==> src/rtl/gtx_frame_rx.sv <==
// GTX 16-bit framed receiver: link lock/unlock tracking on IDLE/illegal words plus SOF/length framing.
// Optional trailing XOR checksum word is enabled by defining GTX_FRAME_RX_CHECKSUM_EN.
module gtx_frame_rx #(
    parameter int unsigned LOCK_CNT   = 16,
    parameter int unsigned UNLOCK_CNT = 4
) (
    input  logic        clk_i,
    input  logic        rst_n_i,
    input  logic [1:0]  ctrl_i,
    input  logic [15:0] data_i,
    output logic [15:0] data_o,
    output logic        valid_o,
    output logic        sof_o,
    output logic        eof_o,
    output logic        frame_ok_o,
    output logic        frame_err_o,
    output logic        link_up_o,
    output logic [15:0] err_cnt_o
);

    localparam logic [7:0] LOCK_LAST   = 8'(LOCK_CNT - 1);
    localparam logic [3:0] UNLOCK_LAST = 4'(UNLOCK_CNT - 1);

    typedef enum logic {
        LINK_DOWN = 1'b0,
        LINK_UP   = 1'b1
    } link_state_e;

    typedef enum logic [1:0] {
        FR_IDLE    = 2'd0,
        FR_PAYLOAD = 2'd1,
        FR_CHECK   = 2'd2
    } frame_state_e;

    link_state_e  link_state_q, link_state_d;
    frame_state_e frame_state_q, frame_state_d;

    logic [7:0]  lock_cnt_q, lock_cnt_d;
    logic [3:0]  bad_cnt_q, bad_cnt_d;
    logic [7:0]  len_q, len_d;
    logic [7:0]  cnt_q, cnt_d;
    logic [15:0] csum_q, csum_d;
    logic [15:0] data_q, data_d;
    logic        valid_q, valid_d;
    logic        sof_q, sof_d;
    logic        eof_q, eof_d;
    logic        frame_ok_q, frame_ok_d;
    logic        frame_err_q, frame_err_d;
    logic [15:0] err_cnt_q, err_cnt_d;

    logic word_idle_s;
    logic word_sof_s;
    logic word_data_s;
    logic word_illegal_s;
    logic link_up_s;
    logic link_drop_s;

    // Classify the incoming word.
    always_comb begin
        word_idle_s    = (ctrl_i == 2'b01) && (data_i == 16'h50BC);
        word_sof_s     = (ctrl_i == 2'b01) && (data_i[7:0] == 8'hFB);
        word_data_s    = (ctrl_i == 2'b00);
        word_illegal_s = !(word_idle_s || word_sof_s || word_data_s);
    end

    // Link FSM: count consecutive IDLE words to lock, consecutive illegal words to unlock.
    always_comb begin
        link_state_d = link_state_q;
        lock_cnt_d   = lock_cnt_q;
        bad_cnt_d    = bad_cnt_q;
        case (link_state_q)
            LINK_DOWN: begin
                bad_cnt_d = 4'd0;
                if (word_idle_s) begin
                    if (lock_cnt_q == LOCK_LAST) begin
                        link_state_d = LINK_UP;
                        lock_cnt_d   = 8'd0;
                    end else begin
                        lock_cnt_d = lock_cnt_q + 8'd1;
                    end
                end else begin
                    lock_cnt_d = 8'd0;
                end
            end
            LINK_UP: begin
                lock_cnt_d = 8'd0;
                if (word_illegal_s) begin
                    if (bad_cnt_q == UNLOCK_LAST) begin
                        link_state_d = LINK_DOWN;
                        bad_cnt_d    = 4'd0;
                    end else begin
                        bad_cnt_d = bad_cnt_q + 4'd1;
                    end
                end else begin
                    bad_cnt_d = 4'd0;
                end
            end
            default: begin
                link_state_d = LINK_DOWN;
                lock_cnt_d   = 8'd0;
                bad_cnt_d    = 4'd0;
            end
        endcase
    end

    // Link qualifiers used by the frame FSM.
    always_comb begin
        link_up_s   = (link_state_q == LINK_UP);
        link_drop_s = link_up_s && (link_state_d == LINK_DOWN);
    end

    // Frame FSM: payload forwarding, abort handling and optional checksum check.
    always_comb begin
        frame_state_d = frame_state_q;
        len_d         = len_q;
        cnt_d         = cnt_q;
        csum_d        = csum_q;
        data_d        = data_q;
        valid_d       = 1'b0;
        sof_d         = 1'b0;
        eof_d         = 1'b0;
        frame_ok_d    = 1'b0;
        frame_err_d   = 1'b0;
        case (frame_state_q)
            FR_IDLE: begin
                if (link_up_s && word_sof_s) begin
                    frame_state_d = FR_PAYLOAD;
                    len_d         = data_i[15:8];
                    cnt_d         = 8'd0;
                    csum_d        = 16'h0000;
                end else begin
                    frame_state_d = FR_IDLE;
                end
            end
            FR_PAYLOAD: begin
                if (!link_up_s || link_drop_s) begin
                    frame_err_d   = 1'b1;
                    frame_state_d = FR_IDLE;
                end else if (word_data_s) begin
                    data_d  = data_i;
                    valid_d = 1'b1;
                    sof_d   = (cnt_q == 8'd0);
                    eof_d   = (cnt_q == len_q);
                    csum_d  = csum_q ^ data_i;
                    cnt_d   = cnt_q + 8'd1;
                    if (cnt_q == len_q) begin
`ifdef GTX_FRAME_RX_CHECKSUM_EN
                        frame_state_d = FR_CHECK;
`else
                        frame_ok_d    = 1'b1;
                        frame_state_d = FR_IDLE;
`endif
                    end else begin
                        frame_state_d = FR_PAYLOAD;
                    end
                end else if (word_sof_s) begin
                    // Abort the current frame and restart on this SOF.
                    frame_err_d   = 1'b1;
                    frame_state_d = FR_PAYLOAD;
                    len_d         = data_i[15:8];
                    cnt_d         = 8'd0;
                    csum_d        = 16'h0000;
                end else begin
                    frame_err_d   = 1'b1;
                    frame_state_d = FR_IDLE;
                end
            end
            FR_CHECK: begin
                if (!link_up_s || link_drop_s) begin
                    frame_err_d   = 1'b1;
                    frame_state_d = FR_IDLE;
                end else if (word_data_s) begin
                    if (data_i == csum_q) begin
                        frame_ok_d = 1'b1;
                    end else begin
                        frame_err_d = 1'b1;
                    end
                    frame_state_d = FR_IDLE;
                end else if (word_sof_s) begin
                    frame_err_d   = 1'b1;
                    frame_state_d = FR_PAYLOAD;
                    len_d         = data_i[15:8];
                    cnt_d         = 8'd0;
                    csum_d        = 16'h0000;
                end else begin
                    frame_err_d   = 1'b1;
                    frame_state_d = FR_IDLE;
                end
            end
            default: begin
                frame_state_d = FR_IDLE;
            end
        endcase
    end

    // Saturating error counter.
    always_comb begin
        if (frame_err_d && (err_cnt_q != 16'hFFFF)) begin
            err_cnt_d = err_cnt_q + 16'd1;
        end else begin
            err_cnt_d = err_cnt_q;
        end
    end

    // State and output registers with synchronous active-low reset.
    always_ff @(posedge clk_i) begin
        if (!rst_n_i) begin
            link_state_q  <= LINK_DOWN;
            frame_state_q <= FR_IDLE;
            lock_cnt_q    <= 8'd0;
            bad_cnt_q     <= 4'd0;
            len_q         <= 8'd0;
            cnt_q         <= 8'd0;
            csum_q        <= 16'h0000;
            data_q        <= 16'h0000;
            valid_q       <= 1'b0;
            sof_q         <= 1'b0;
            eof_q         <= 1'b0;
            frame_ok_q    <= 1'b0;
            frame_err_q   <= 1'b0;
            err_cnt_q     <= 16'h0000;
        end else begin
            link_state_q  <= link_state_d;
            frame_state_q <= frame_state_d;
            lock_cnt_q    <= lock_cnt_d;
            bad_cnt_q     <= bad_cnt_d;
            len_q         <= len_d;
            cnt_q         <= cnt_d;
            csum_q        <= csum_d;
            data_q        <= data_d;
            valid_q       <= valid_d;
            sof_q         <= sof_d;
            eof_q         <= eof_d;
            frame_ok_q    <= frame_ok_d;
            frame_err_q   <= frame_err_d;
            err_cnt_q     <= err_cnt_d;
        end
    end

    assign data_o      = data_q;
    assign valid_o     = valid_q;
    assign sof_o       = sof_q;
    assign eof_o       = eof_q;
    assign frame_ok_o  = frame_ok_q;
    assign frame_err_o = frame_err_q;
    assign link_up_o   = (link_state_q == LINK_UP);
    assign err_cnt_o   = err_cnt_q;

endmodule

==> config.mk <==
export PLATFORM = sky130hd
export DESIGN_NAME = gtx_frame_rx
export DESIGN_NICKNAME = d
export VERILOG_FILES = /design/src/rtl/gtx_frame_rx.sv
export SDC_FILE = /design/constraint.sdc
export NUM_CORES = 1
export LEC_CHECK = 0
export ABC_AREA = 1
export CORE_ASPECT_RATIO = 0.7
export CORE_MARGIN = 4
export CORE_UTILIZATION = 37
export CTS_BUF_LIST = sky130_fd_sc_hd__clkbuf_8
export CTS_CLUSTER_DIAMETER = 40
export DETAILED_ROUTE_END_ITERATION = 7
export DONT_BUFFER_PORTS = 1
export PLACE_DENSITY = 0.57
export REMOVE_ABC_BUFFERS = 1
export SYNTH_ARGS = -nofsm -noshare
export SYNTH_HDL_FRONTEND = slang
export SYNTH_SLANG_ARGS = --single-unit
==> constraint.sdc <==
create_clock -name clk_i -period 3.5 [get_ports clk_i]
set_clock_uncertainty 0.05 [all_clocks]
set_input_delay 0.35 -clock clk_i [delete_from_list [all_inputs] [get_ports clk_i]]
set_output_delay 0.35 -clock clk_i [all_outputs]
set_load 0.05 [all_outputs]
==> key figures <==
Logic synthesis
  – Register area share after synthesis: 40.8%
  – Simple-gate share of the synthesized area: 34.7%
  – Post-synth ARST share: 0%
  – XOR/XNOR Fraction of Synth Area: 5.59%
  – Largest family of logic cells by synthesized area: simple AND/OR/NAND/NOR gates
  – Mux cell area share after synthesis: 0%
  – Syn Area/Cell: 7.06 µm²
  – Syn Inst Count: 466
  – Synthesized cell area: 3290 µm²
  – Synth warnings: 0
  – Primary FF master, synth: dfxtp_1
  – Post-synthesis compound-gate area fraction: 8.71%
  – Adder-cell share of the synthesized area: 1.90%
  – EDFF count, synth: 0
  – Post-synth cell types: 32
  – #FFs+latches synth: 67

Power and ir drop
  – Leak Pwr: 1.38 nW
  – Pwr/cell area: 383 nW/µm²
  – VDD IR max: 0.205 mV

STA
  – Pins Over Slew Limit: 0
  – Least-Margin Pin Slew: 0.738 ns
  – Worst slew margin: 50.7%
  – Fin crit share: 67.0%
  – Fmax achieved: 426 MHz
  – Unrepaired setup endpoints after global routing: no
  – Endpoints failing hold: 0
  – Final setup viols: 0
  – Setup total negative slack: 0 ns
  – Post-layout min period: 2.35 ns

Floorplan
  – Starting Density: 38.5%
  – Die Ht: 86.9 µm
  – Core Area: 8550 µm²
  – Die ar.: 10500 µm²
  – Width of the chip: 121 µm
  – I/O Pins: 58
  – Row cnt: 28

Setup path
  – CP Max Fanout: 14
  – CP Cell Sequence: ha_1, inv_1, nor2_1, nand2_1, nor2_2, nand2_1, nand2_1, nand2_2, inv_2, nand2_1, a21oi_1
  – CP most frequent cell: nand2_1
  – Worst Path Arrival: 2.58 ns
  – RR Startpoint: err_cnt_o[1]$_SDFFE_PN0P_
  – Critical Path Sink Type: flip-flop
  – Slowest-stage cell, CP: dfxtp_1
  – Critical Path Source: err_cnt_o[1]$_SDFFE_PN0P_
  – Setup crit start kind: flip-flop
  – Setup CP Type: flip-flop to flip-flop
  – CP required: 3.73 ns
  – Crit-path max cell delay: 0.69 ns

Cells and area
  – Final nets: 491
  – Share of layout cells above drive strength 1: 7.89%
  – Non-filler cells, final: 589
  – Area added between synthesis and finish: 8.25%
  – Ant diodes: 0

Routing
  – Vias: 3005
  – TritonRoute pass-1 iters: 5
  – Drt wl/cell: 14.8 µm
  – Total Wirelength: 8690 µm
  – Metal1 wirelength: 4230 µm
  – # DRC: 0
  – Max layer used: met4
  – Detail Route Antenna Nets: 0
  – Met2 wire length: 3450 µm
  – Vias per inst: 5.10
  – Routed length on met3: 877 µm
  – 1st-iter DRT viols: 272

Clock tree
  – H-tree levels: 3
  – CTS Buf Count: 9
  – Clock network latency to the later pin of the worst-skew pair: 0.36 ns
  – Root buffer cell: clkbuf_8
  – CTS Buffer Depth: 2
  – # Post-CTS Setup Buffers: 0
  – CTS clk-pin slew, worst paths: 0.07 ns
  – # hold bufs at CTS: 0
  – CTS resizes: 0
  – CTS tree: yes
  – CTS Sinks: 67

Placed design
  – Placed cells: 575
  – Placer Congestion: 0.827
  – Post-detail-place hpwl: 6280 µm
  – Port bufs: 0

Global routing
  – First-pass GRT wire length: 14000 µm
  – Initial antenna violation count: 0
  – Vias in the first global route: 2628
  – Largest net degree at the start of global routing: 38
  – GRT Total Usage: 17.4%
  – Overflow after GRT: 0

Min path
  – Worst hold start: rst_n_i
  – Worst hold path class: input port to flip-flop

Status
  – Outcome: finished clean

Flow run
  – Max Cap Viol: 0
## cells in the final DEF, fill, tap and decap left out, types with 5 or more instances in the layout
master,Yosys,routed
ha_1,5,5
a21oi_1,40,40
nor3_1,10,10
xnor2_1,9,9
nand4_1,22,22
xor2_1,12,12
clkbuf_8,0,11
nand3_1,36,36
buf_4,3,5
nor2_1,57,57
o21ai_0,6,6
inv_1,47,47
nand2_1,110,110
dfxtp_1,67,67
## synthesized netlist by cell type (2+ instances only)
master / count / area, µm²
a21oi_1: 40 / 200
buf_2: 3 / 15.0
buf_4: 3 / 22.5
clkbuf_1: 9 / 33.8
dfxtp_1: 67 / 1340
ha_1: 5 / 62.6
inv_1: 47 / 176
inv_2: 4 / 15.0
nand2_1: 110 / 413
nand3_1: 36 / 180
nand3_2: 3 / 30.0
nand4_1: 22 / 138
nor2_1: 57 / 214
nor2_2: 4 / 25.0
nor3_1: 10 / 50.1
nor4_1: 4 / 25.0
o21ai_0: 6 / 30.0
o21ai_1: 2 / 10.0
o21bai_1: 2 / 15.0
xnor2_1: 9 / 78.8
xor2_1: 12 / 105
## flip-flops by register name (all words and copies together) (netlist names), 4 cells and up
signal	count
data_o	16
err_cnt_o	16
cnt_q	8
len_q	8
lock_cnt_q	8
bad_cnt_q	4
## worst paths after layout
check	endpoint	slack (ns)	depth (start not counted)
hold reg to reg	bad_cnt_q[0]$_SDFF_PP0_	0.40	1
hold / removal	len_q[6]$_SDFFE_PN0P_	0.06	2
setup / recovery	err_cnt_o[8]$_SDFFE_PN0P_	1.15	11
setup reg to reg	err_cnt_o[8]$_SDFFE_PN0P_	1.15	11
## kinds of logic (layout without fill, tap and decap cells)
group	after synthesis	count (layout)
buffers and inverters	67	70
adder cells (fa/ha/maj)	5	5
flip-flops	67	67
AND/OR/NAND/NOR	254	254
AO/OA/AOI/OAI	52	52
XOR/XNOR	21	21
## per-layer routing
layer,global-route usage (%),vias up
met4,6.48,0
met5,0,-
li1,-,1513
met2,24.2,101
met3,7.47,14
met1,24.0,1377
## per-stage QoR
step / worst slack (ns) / power (mW) / utilization (%) / hold WS [ns] / instance area [µm²]
floorplan: 1.44 / 0.798 / - / 0.368 / 3210
global placement: 1.22 / 0.803 / 39.7 / 0.382 / 3390
detailed placement: 1.18 / 0.803 / 39.7 / 0.388 / 3390
CTS: 1.17 / 1.38 / 41.7 / 0.0328 / 3560
global route: 0.933 / 1.41 / 41.7 / 0.0519 / 3560
finish: 1.15 / 1.36 / 41.7 / 0.0586 / 3560
## report_power, final
| part | total, mW | internal [mW] | switching (mW) |
|---|---|---|---|
| registers | 0.762 | 0.762 | 0.0000000340 |
| clock network | 0.577 | 0.284 | 0.293 |
| logic | 0.0237 | 0.00649 | 0.0172 |
| total | 1.36 | 1.05 | 0.311 |
## layout make-up
| type | count | area, µm² |
|---|---|---|
| repair buffers | 5 | 37.5 |
| clock buffers | 11 | 151 |
| well taps | 120 | 150 |
| multi-input cells | 332 | 1670 |
| flip-flops and latches | 67 | 1340 |
| inverters | 51 | 191 |
| fillers | 909 | 4990 |
| clock inverters | 3 | 15.0 |
## worst max-delay path: cells and delay by family (launching register included)
kind	cells	cell delay (ns)
flops	1	0.69
fa+ha+maj	1	0.31
buf+inv	2	0.32
simple gates	7	0.74
compound gates	1	0.16
(Power assumes the default switching activity.)
